`config.mk`:
```
export PLATFORM = sky130hd
export DESIGN_NAME = gray_share_arb
export DESIGN_NICKNAME = d
export VERILOG_FILES = /design/src/rtl/gray_share_arb.sv
export SDC_FILE = /design/constraint.sdc
export NUM_CORES = 1
export LEC_CHECK = 0
export BUFFER_PORTS_ARGS = -buffer_cell sky130_fd_sc_hd__buf_2
export CAP_MARGIN = 10
export CORE_AREA = 2 2 81 83
export CTS_CLUSTER_DIAMETER = 80
export DETAILED_ROUTE_END_ITERATION = 10
export DIE_AREA = 0 0 83 85
export PLACE_DENSITY = 0.76
export SYNTH_ARGS = -nofsm -noshare
export SYNTH_HDL_FRONTEND = slang
export SYNTH_SLANG_ARGS = --single-unit
```
`constraint.sdc`:
```
create_clock -name iCLK -period 1.8 [get_ports iCLK]
set_clock_uncertainty 0.1 [all_clocks]
set_input_delay 0 -clock iCLK [delete_from_list [all_inputs] [get_ports iCLK]]
set_output_delay 0 -clock iCLK [all_outputs]
set_load 0.005 [all_outputs]
```
`src/rtl/gray_share_arb.sv`:
```
// Two-requester round-robin arbiter sharing one RGB-to-gray converter; returns tagged results.
// Grant is combinational (zero latency); results appear LAT cycles after the grant. No response backpressure.
module gray_share_arb #(
    parameter int LAT = 1
) (
    input  logic        iCLK,
    input  logic        iRST_n,
    input  logic        iEnable,
    input  logic        iReq0_Valid,
    input  logic [11:0] iReq0_Red,
    input  logic [11:0] iReq0_Green,
    input  logic [11:0] iReq0_Blue,
    input  logic        iReq1_Valid,
    input  logic [11:0] iReq1_Red,
    input  logic [11:0] iReq1_Green,
    input  logic [11:0] iReq1_Blue,
    output logic        oReq0_Ready,
    output logic        oReq1_Ready,
    output logic [11:0] oCvt_Red,
    output logic [11:0] oCvt_Green,
    output logic [11:0] oCvt_Blue,
    input  logic [11:0] iCvt_Gray,
    output logic        oRsp_Valid,
    output logic        oRsp_Id,
    output logic [11:0] oRsp_Gray,
    output logic [15:0] oGrantCnt0,
    output logic [15:0] oGrantCnt1
);

    logic           pri_q, pri_d;
    logic [LAT-1:0] tag_vld_q, tag_vld_d;
    logic [LAT-1:0] tag_id_q, tag_id_d;
    logic [15:0]    cnt0_q, cnt0_d;
    logic [15:0]    cnt1_q, cnt1_d;
    logic           gnt0, gnt1;

    // Pointer breaks the tie only when both requesters are valid.
    assign gnt0 = iRST_n && iEnable && iReq0_Valid && (!iReq1_Valid || !pri_q);
    assign gnt1 = iRST_n && iEnable && iReq1_Valid && (!iReq0_Valid || pri_q);

    assign oReq0_Ready = gnt0;
    assign oReq1_Ready = gnt1;

    always_comb begin
        oCvt_Red   = 12'd0;
        oCvt_Green = 12'd0;
        oCvt_Blue  = 12'd0;
        if (gnt0) begin
            oCvt_Red   = iReq0_Red;
            oCvt_Green = iReq0_Green;
            oCvt_Blue  = iReq0_Blue;
        end else if (gnt1) begin
            oCvt_Red   = iReq1_Red;
            oCvt_Green = iReq1_Green;
            oCvt_Blue  = iReq1_Blue;
        end
    end

    always_comb begin
        pri_d = pri_q;
        if (gnt0)
            pri_d = 1'b1;
        else if (gnt1)
            pri_d = 1'b0;

        tag_vld_d    = tag_vld_q;
        tag_id_d     = tag_id_q;
        tag_vld_d[0] = gnt0 || gnt1;
        tag_id_d[0]  = gnt1;
        for (int i = 1; i < LAT; i++) begin
            tag_vld_d[i] = tag_vld_q[i-1];
            tag_id_d[i]  = tag_id_q[i-1];
        end

        cnt0_d = (gnt0 && cnt0_q != 16'hFFFF) ? cnt0_q + 16'd1 : cnt0_q;
        cnt1_d = (gnt1 && cnt1_q != 16'hFFFF) ? cnt1_q + 16'd1 : cnt1_q;
    end

    always_ff @(posedge iCLK) begin
        if (!iRST_n) begin
            pri_q     <= 1'b0;
            tag_vld_q <= '0;
            tag_id_q  <= '0;
            cnt0_q    <= 16'd0;
            cnt1_q    <= 16'd0;
        end else begin
            pri_q     <= pri_d;
            tag_vld_q <= tag_vld_d;
            tag_id_q  <= tag_id_d;
            cnt0_q    <= cnt0_d;
            cnt1_q    <= cnt1_d;
        end
    end

    // Gate with reset so outputs read 0 even before the first reset edge clears the tags.
    assign oRsp_Valid = iRST_n && tag_vld_q[LAT-1];
    assign oRsp_Id    = oRsp_Valid && tag_id_q[LAT-1];
    assign oRsp_Gray  = oRsp_Valid ? iCvt_Gray : 12'd0;
    assign oGrantCnt0 = cnt0_q;
    assign oGrantCnt1 = cnt1_q;

endmodule

```
After elaboration in Yosys (flattened, before gate mapping). Cells that the tools add are included.

Bits in registers: 35. Input port bits: 89. Output and inout bits: 84. Logic and storage cells: 34.

$add $sub $neg: 2. Eq/ne operators: 2. Mux-type cells: 9. Reductions and logical operators: 16.

Operators by type and width (number): two-way mux 12 bit (7); adder 16 x 1 -> 16 bit (second input constant) (2); != test 16 bit (second input constant) (2); logical AND 1 bit (9); zero test 1 bit (3); logical OR 1 bit (3); two-way mux 1 bit (2); nonzero test 2 bit (1).

Longest topological paths before layout. Gate-level depths: netlist (run 1).

Word-level depth: 5. Gate-level depth with buffers: 7. Gate-level depth less buffers: 6.

Least setup slack after synthesis (run 1). Ideal clock, no wire load.

Path kind: reg2reg. Start: register cnt1_q[0], in the netlist oGrantCnt1[0]. End: register cnt1_q[10], in the netlist oGrantCnt1[10]. Library setup time: 0.115 ns. Arrival time: 1.628 ns. Required time: 1.585 ns. Slack: -0.043 ns. Stages on the path, launching flop included: 7. Path buffers: 0. Period minus slack after synthesis: 1.843 ns. Path through: dfxtp_1 > ha_1 > nand3_1 > or2_2 > nor4_1 > xor2_1 > and2_1.

Longest elaborated chain between the ends: 2. Elaborated cells on any way between the ends: 3. Classes of those cells: 1 x add/sub; 1 x eq/ne; 1 x reduce/logical.

Ends and longest elaborated chain: start, declared (line 34) `logic [15:0] cnt1_q, cnt1_d;`; start signal, assigned (line 91) `cnt1_q <= cnt1_d;`; branches (longest 2 deep; another with adder 16 x 1 -> 16 bit).

Several ways; the timed one is not identified. A chain may end at the register's enable or synchronous reset.

Worst setup path after layout (run 1).
Start: register cnt0_q[13], in the netlist oGrantCnt0[13]. End: register cnt0_q[0], in the netlist oGrantCnt0[0].

Longest elaborated chain between the ends: 2.

Ends and longest elaborated chain: start, declared (line 33) `logic [15:0] cnt0_q, cnt0_d;`; start signal, assigned (line 90) `cnt0_q <= cnt0_d;`; != test 16 bit (line 75) `cnt0_d = (gnt0 && cnt0_q != 16'hFFFF) ? cnt0_q + 16'd1 : cnt0_q;`; logical AND 1 bit (line 75).

Every way passes these cells.

==> metrics, run 1 <==
R2R Setup Slk just over 0.04 ns; cell depth of the worst hold path 3; number of sinks driven by the clock tree 35; category of the worst setup path launch point register; power density of the placed cells about 510 nW/um^2; total die area between 7000 and 8000 sq um; arrival time at the worst endpoint 1.85 ns; count of max-cap constraint violations 0; # diodes 0; CTS Root Cell sky130_fd_sc_hd__clkbuf_8; critical setup path kind register to register; fillers between 500 and 600; count of final max-slew check failures 0; origin of the worst min-delay path iRST_n; total number of yosys warnings 0; Total Nets Final approximately 540; wire length of the first global-routing pass 11,500 um; detail-routed via count per cell 5.00; Post-synth EDFFs 0; synth-to-layout area growth 63.5%; vertical die dimension roughly 85 um; Cells after Synth 257; uppermost metal layer occupied by signal nets met4; category of the worst setup path capture point register; DRC violation total after the first TritonRoute iteration 92; drc violations 0; cell types with the highest counts after synthesis 36 x sky130_fd_sc_hd__a22o_1, 35 x sky130_fd_sc_hd__dfxtp_1, 20 x sky130_fd_sc_hd__nand2_1; worst slew slack as a fraction of its limit 0.755; final clock period utilization by the worst path 0.977; proportion of synthesized flip-flops having asynchronous set or reset 0; Final GP Congestion 0.848; library cells used by synthesis 37; row count 29; final setup slack of the worst path 0.0407 ns; placed wire-length estimate between 5000 and 6000 um; input/output buffers 172; sequential fraction of the synthesis area 0.323; remaining global-route overflow 0; initial standard-cell utilization of the core 0.350; Setup Slack @ Placement roughly 0.038 ns; peak clock frequency supported by timing about 570 MHz; gr usage total 0.198; cell accounting for the most synthesized area sky130_fd_sc_hd__dfxtp_1; count of state elements after synthesis 35; setup repair after global routing missed its margin true; most common flop cell mapped by yosys sky130_fd_sc_hd__dfxtp_1; cell area after placement approximately 3300 sq um; clock transition at the registers of the reported paths 0.08 ns; post-synth top area share 0.323; Met2 Routed Length around 3800 um; CTS tree done; static leakage 0.00198 uW; main area contributors after synthesis sky130_fd_sc_hd__dfxtp_1 32%, sky130_fd_sc_hd__a22o_1 15%, sky130_fd_sc_hd__and2_1 4.9%; wl on met1 between 3000 and 4000 um; final cell area excluding filler cells 3550 sq um; drt wl/cell between 10 and 15 um; fraction of the core area covered by cells at the end of the flow 0.572; area of the mapped netlist around 2200 sq um; CTS buffer count 5; data required time of the worst path roughly 1.9 ns; vias 2,651; Placed Cells roughly 520; detailed-routed wire length on met3 between 300 and 400 um; antenna violations before repair 0; Clock Path Buffers 2; Synth Net Count approximately 350; Die X-Extent around 83 um; number of failing hold endpoints at the final stage 0; worst-margin pin slew 0.365 ns; fraction of final layout cells sized beyond drive strength 1 0.528; maximum ir drop on the vdd rail approximately 0.39 mV; hold crit path type input pin to register; Crit Reg-Reg Startpoint oGrantCnt0[13]$_SDFFE_PN0P_; post-route insts no fill 530; first-pass iteration count of the detailed router 4; via count of the first global-routing pass 2,491; H-tree depth reported by CTS 2; number of routed nets with antenna violations 0; result of the run completed; final WL around 7600 um; Critical Path Fanout Max 5; largest net degree at the start of global routing 43; capture endpoint of the worst hold path oGrantCnt0[9]$_SDFFE_PN0P_; number of endpoints failing setup at the final stage 0; # IOs 173; final worst hold slack ~0.027 ns; post-synthesis average cell area around 8.4 sq um; time the worst path needs with I/O delays and setup 1.76 ns; worst reg2reg path endpoint oGrantCnt0[0]$_SDFFE_PN0P_; library cell with the highest instance count after synthesis sky130_fd_sc_hd__a22o_1; core box area between 6000 and 7000 sq um; clock insertion delay at the later pin of the skew report around 0.3 ns; path depth of the worst reg2reg path 6
## registers in the layout (all words and copies together), names as in the netlist
register	flops
tag_id_q	1
tag_vld_q	1
oGrantCnt1	16
oGrantCnt0	16
pri_q	1
## where the power goes
group	leakage, uW	switching [uW]	total [uW]	internal [uW]
Combinational	0.00164	123	287	164
Sequential	0.000287	7.98	790	782
Clock	0.0000612	300	748	448
Total	0.00198	430	1820	1390
## placed cells by master, fill, tap and decap left out, types with 4 or more instances in the layout
cell type                  synthesis  layout
sky130_fd_sc_hd__dfxtp_1          35      27
sky130_fd_sc_hd__dfxtp_2           0       8
sky130_fd_sc_hd__clkbuf_8          0       6
sky130_fd_sc_hd__nand2_1          20      20
sky130_fd_sc_hd__xor2_1           11      11
sky130_fd_sc_hd__nand4_1          17      17
sky130_fd_sc_hd__mux2i_1          10      10
sky130_fd_sc_hd__nand3_1          10       8
sky130_fd_sc_hd__o21ai_0           5       5
sky130_fd_sc_hd__a22o_1           36      35
sky130_fd_sc_hd__and2_1           17      17
sky130_fd_sc_hd__xnor2_1           4       4
sky130_fd_sc_hd__nor2_1            9       7
sky130_fd_sc_hd__nor3_1            8       7
sky130_fd_sc_hd__and3_1           16      16
sky130_fd_sc_hd__buf_2             6     172
sky130_fd_sc_hd__nand2b_1          7       7
sky130_fd_sc_hd__buf_4             0      29
sky130_fd_sc_hd__inv_1             5       4
## worst max-delay path, stage by stage (launching register included)
cell                      delay, ns
sky130_fd_sc_hd__dfxtp_1       0.44
sky130_fd_sc_hd__nand4_1       0.24
sky130_fd_sc_hd__nor4_4        0.33
sky130_fd_sc_hd__buf_4         0.20
sky130_fd_sc_hd__nor2_1        0.07
sky130_fd_sc_hd__xor2_1        0.13
sky130_fd_sc_hd__and2_1        0.16
## cells by family (layout without fill, tap and decap cells)
family	count (synthesis)	after routing	synth area share
AND/OR/NAND/NOR	122	122	0.331
AO/OA/AOI/OAI	50	50	0.185
flip-flops	35	35	0.323
buffers and inverters	23	219	0.0432
XOR/XNOR	15	15	0.0605
multiplexers	10	10	0.0461
adder cells (fa/ha/maj)	2	2	0.0115
## per-layer routing
| layer | vias up | global-route usage |
|---|---|---|
| met5 | - | 0 |
| met4 | 0 | 0.0581 |
| met3 | 9 | 0.0525 |
| met2 | 76 | 0.324 |
| met1 | 1224 | 0.257 |
| li1 | 1342 | - |
## cell type report
cell class	instances	area, sq um	area share
inverters	6	25.0	0.00705
flip-flops and latches	35	711	0.200
repair buffers	205	1140	0.320
well taps	77	96.3	0.0271
clock inverters	2	35.0	0.00987
clock buffers	6	82.6	0.0233
multi-input cells	199	1460	0.412
## per-stage QoR
stage	power [uW]	TNS (ns)
global route	1890	-0.0373
detailed placement	1080	0
global placement	1070	0
finish	1820	0
floorplan	910	-0.0103
CTS	1820	-0.00204
## how the worst max path moves through the flow
stage / from / endpoint / slack [ns] / cells past startpoint
6_report: oGrantCnt0[13]$_SDFFE_PN0P_ / oGrantCnt0[0]$_SDFFE_PN0P_ / 0.04 / 6
5_1_grt: oGrantCnt0[13]$_SDFFE_PN0P_ / oGrantCnt0[0]$_SDFFE_PN0P_ / -0.02 / 6
4_1_cts: oGrantCnt1[1]$_SDFFE_PN0P_ / oGrantCnt1[5]$_SDFFE_PN0P_ / -0.002 / 6
3_5_place_dp: oGrantCnt1[1]$_SDFFE_PN0P_ / oGrantCnt1[10]$_SDFFE_PN0P_ / 0.04 / 6
3_3_place_gp: oGrantCnt1[0]$_SDFFE_PN0P_ / oGrantCnt1[10]$_SDFFE_PN0P_ / 0.07 / 6
2_1_floorplan: oGrantCnt1[0]$_SDFFE_PN0P_ / oGrantCnt1[10]$_SDFFE_PN0P_ / -0.01 / 6
## what timing repair did
action                                  in CTS  in global routing
cloned                                       0                  0
endpoints found under the setup margin      37                 39
pin swaps                                    1                  5
hold buffers                                 0                  0
buffers inserted                             2                  4
gates resized for setup                      3                 20
No activity file was read; power rests on OpenSTA's default activity.
==> run 2, diff against run 1 <==
--- a/config.mk
+++ b/config.mk
@@ -7,11 +7,12 @@
 export LEC_CHECK = 0
 export BUFFER_PORTS_ARGS = -buffer_cell sky130_fd_sc_hd__buf_2
 export CAP_MARGIN = 10
-export CORE_AREA = 2 2 81 83
+export CORE_AREA = 2 2 80 82
+export CTS_BUF_LIST = sky130_fd_sc_hd__clkbuf_4 sky130_fd_sc_hd__clkbuf_8
 export CTS_CLUSTER_DIAMETER = 80
 export DETAILED_ROUTE_END_ITERATION = 10
-export DIE_AREA = 0 0 83 85
-export PLACE_DENSITY = 0.76
+export DIE_AREA = 0 0 82 84
+export PLACE_DENSITY = 0.78
 export SYNTH_ARGS = -nofsm -noshare
 export SYNTH_HDL_FRONTEND = slang
 export SYNTH_SLANG_ARGS = --single-unit
==> run 2 against run 1 <==
- global-route usage up 0.53 points
- maximum frequency down 0.84%
- die area down 2.4%
- critical path depth up 2
- non-clock buffer count up 16
- register-to-register slack better by 0.02 ns
- routed wire length up 6.2%
- sequential share of layout area down 1.1 points
- setup slack worse by 0.015 ns
- critical endpoint is now oCvt_Blue[2]
==> metrics, run 2 (synthesized netlist as in run 1, its figures left out) <==
result of the run completed; most frequent standard cell in the layout excluding fill and tap cells sky130_fd_sc_hd__buf_2; worst-margin pin slew between 0.4 and 0.5 ns; category of the worst setup path launch point register; initial standard-cell utilization of the core 0.356; first-pass iteration count of the detailed router 4; clock transition at the registers of the reported paths 0.07 ns; maximum ir drop on the vdd rail around 0.32 mV; wire length of the first global-routing pass ~11,000 um; # IOs ~170; fraction of final layout cells sized beyond drive strength 1 0.531; time the worst path needs with I/O delays and setup 1.77 ns; Clock Path Buffers 2; R2R Setup Slk approximately 0.06 ns; placed wire-length estimate between 5000 and 6000 um; Design Power between 1500 and 2000 uW; data required time of the worst path about 1.7 ns; worst reg2reg path endpoint oGrantCnt0[0]$_SDFFE_PN0P_; total die area roughly 6900 sq um; vertical die dimension roughly 84 um; fillers 560; final clock period utilization by the worst path 0.986; DRC violation total after the first TritonRoute iteration around 100; peak clock frequency supported by timing 564 MHz; Die X-Extent approximately 80 um; core box area approximately 6100 sq um; largest net degree at the start of global routing 47; vias between 2,000 and 3,000; number of routed nets with antenna violations 0; static leakage around 0.0021 uW; via count of the first global-routing pass about 2,400; Final GP Congestion 0.799; drt wl/cell roughly 15 um; gr usage total 0.203; worst slew slack as a fraction of its limit 0.693; count of final max-slew check failures 0; input/output buffers 172; beginning of the critical path pri_q$_SDFFE_PN0P_; number of failing hold endpoints at the final stage 0; setup repair after global routing missed its margin true; power density of the placed cells around 460 nW/um^2; CTS tree done; Crit Reg-Reg Startpoint oGrantCnt0[1]$_SDFFE_PN0P_; path depth of the worst reg2reg path 7; antenna violations before repair 0; Critical Path Fanout Max 7; CTS buffer count 5; synth-to-layout area growth 71.6%; row count 29; final WL roughly 8100 um; count of max-cap constraint violations 0; arrival time at the worst endpoint roughly 1.7 ns; cell depth of the worst hold path 5; H-tree depth reported by CTS 2; clock insertion delay at the later pin of the skew report 0.29 ns; number of sinks driven by the clock tree 35; capture endpoint of the worst hold path pri_q$_SDFFE_PN0P_; critical setup path kind register to primary output; origin of the worst min-delay path iEnable; # diodes 0; category of the worst setup path capture point primary output; accumulated negative setup slack 0 ns; number of endpoints failing setup at the final stage 0; commonest cells after routing, fill and taps aside 170 x sky130_fd_sc_hd__buf_2, 38 x sky130_fd_sc_hd__buf_4, 34 x sky130_fd_sc_hd__a22o_1, 31 x sky130_fd_sc_hd__dfxtp_1, 20 x sky130_fd_sc_hd__nand2_1; detail-routed via count per cell about 5; remaining global-route overflow 0; CTS Root Cell sky130_fd_sc_hd__clkbuf_8; Total Nets Final approximately 560; hold crit path type input pin to register; drc violations 0
run 2: cell count changes in the layout (fill, tap and decap cells not counted), sizes merged:
| cell | delta |
|---|---|
| buf | +12 |
| clkbuf | +4 |
| bufinv | -1 |
| clkinvlp | +1 |
| dlygate4sd3 | +1 |
| inv | -1 |
run 2: final cells by class:
type / count / area [sq um] / share of cell area
Inverter: 6 / 28.8 / 0.00773
Clock buffer: 7 / 83.8 / 0.0225
Multi-Input combinational cell: 199 / 1460 / 0.391
Clock inverter: 1 / 5.00 / 0.00134
Sequential cell: 35 / 706 / 0.189
Timing Repair Buffer: 221 / 1350 / 0.362
Tap cell: 77 / 96.3 / 0.0259
run 2: how the worst max path moves through the flow:
stage / end / slack (ns) / cells past startpoint
after global routing: oGrantCnt0[6]$_SDFFE_PN0P_ / -0.12 / 6
after detailed placement: oGrantCnt0[0]$_SDFFE_PN0P_ / 0.03 / 7
after CTS: oGrantCnt0[0]$_SDFFE_PN0P_ / 0.005 / 6
final: oCvt_Blue[2] / 0.03 / 8
after floorplan: oGrantCnt1[10]$_SDFFE_PN0P_ / -0.01 / 6
after global placement: oGrantCnt1[10]$_SDFFE_PN0P_ / 0.06 / 6
run 2: per-layer routing:
layer | wire [um] | vias to the layer above | GRT usage
met3 | 429 | 7 | 0.0498
li1 | - | 1377 | -
met2 | 3920 | 84 | 0.322
met5 | 0 | - | 0
met1 | 3640 | 1290 | 0.266
met4 | 66 | 0 | 0.0667
run 2: report_power, final:
part	internal, uW	switching (uW)
Combinational	192	137
Sequential	783	7.81
Clock	302	275
run 2: metrics by stage:
step | cells | area [sq um] | setup slack [ns] | utilization | hold WS (ns)
floorplan | 257 | 2200 | -0.0103 | - | 0.0159
global placement | 519 | 3340 | 0.0639 | 0.547 | 0.177
detailed placement | 519 | 3340 | 0.0338 | 0.547 | 0.179
CTS | 529 | 3440 | 0.00539 | 0.565 | 0.0429
global route | 546 | 3720 | -0.119 | 0.611 | 0.177
finish | 546 | 3720 | 0.0258 | 0.611 | 0.170
run 2: repair_timing:
action | 4_1_cts | 5_1_grt
endpoints found under the hold margin | 4 | 0
pin swaps | 2 | 19
hold buffers | 1 | 0
gates cloned | 0 | 6
setup endpoints to repair | 38 | 48
gates resized for setup | 1 | 15
buffers inserted | 1 | 11
run 2: worst max-delay path: stages, from the launching register on:
cell                         delay [ns]
sky130_fd_sc_hd__dfxtp_2           0.34
sky130_fd_sc_hd__nand2_1           0.05
sky130_fd_sc_hd__nand4_1           0.10
sky130_fd_sc_hd__buf_6             0.13
sky130_fd_sc_hd__clkinvlp_4        0.10
sky130_fd_sc_hd__buf_12            0.16
sky130_fd_sc_hd__clkbuf_16         0.15
sky130_fd_sc_hd__a22o_1            0.22
sky130_fd_sc_hd__buf_2             0.12
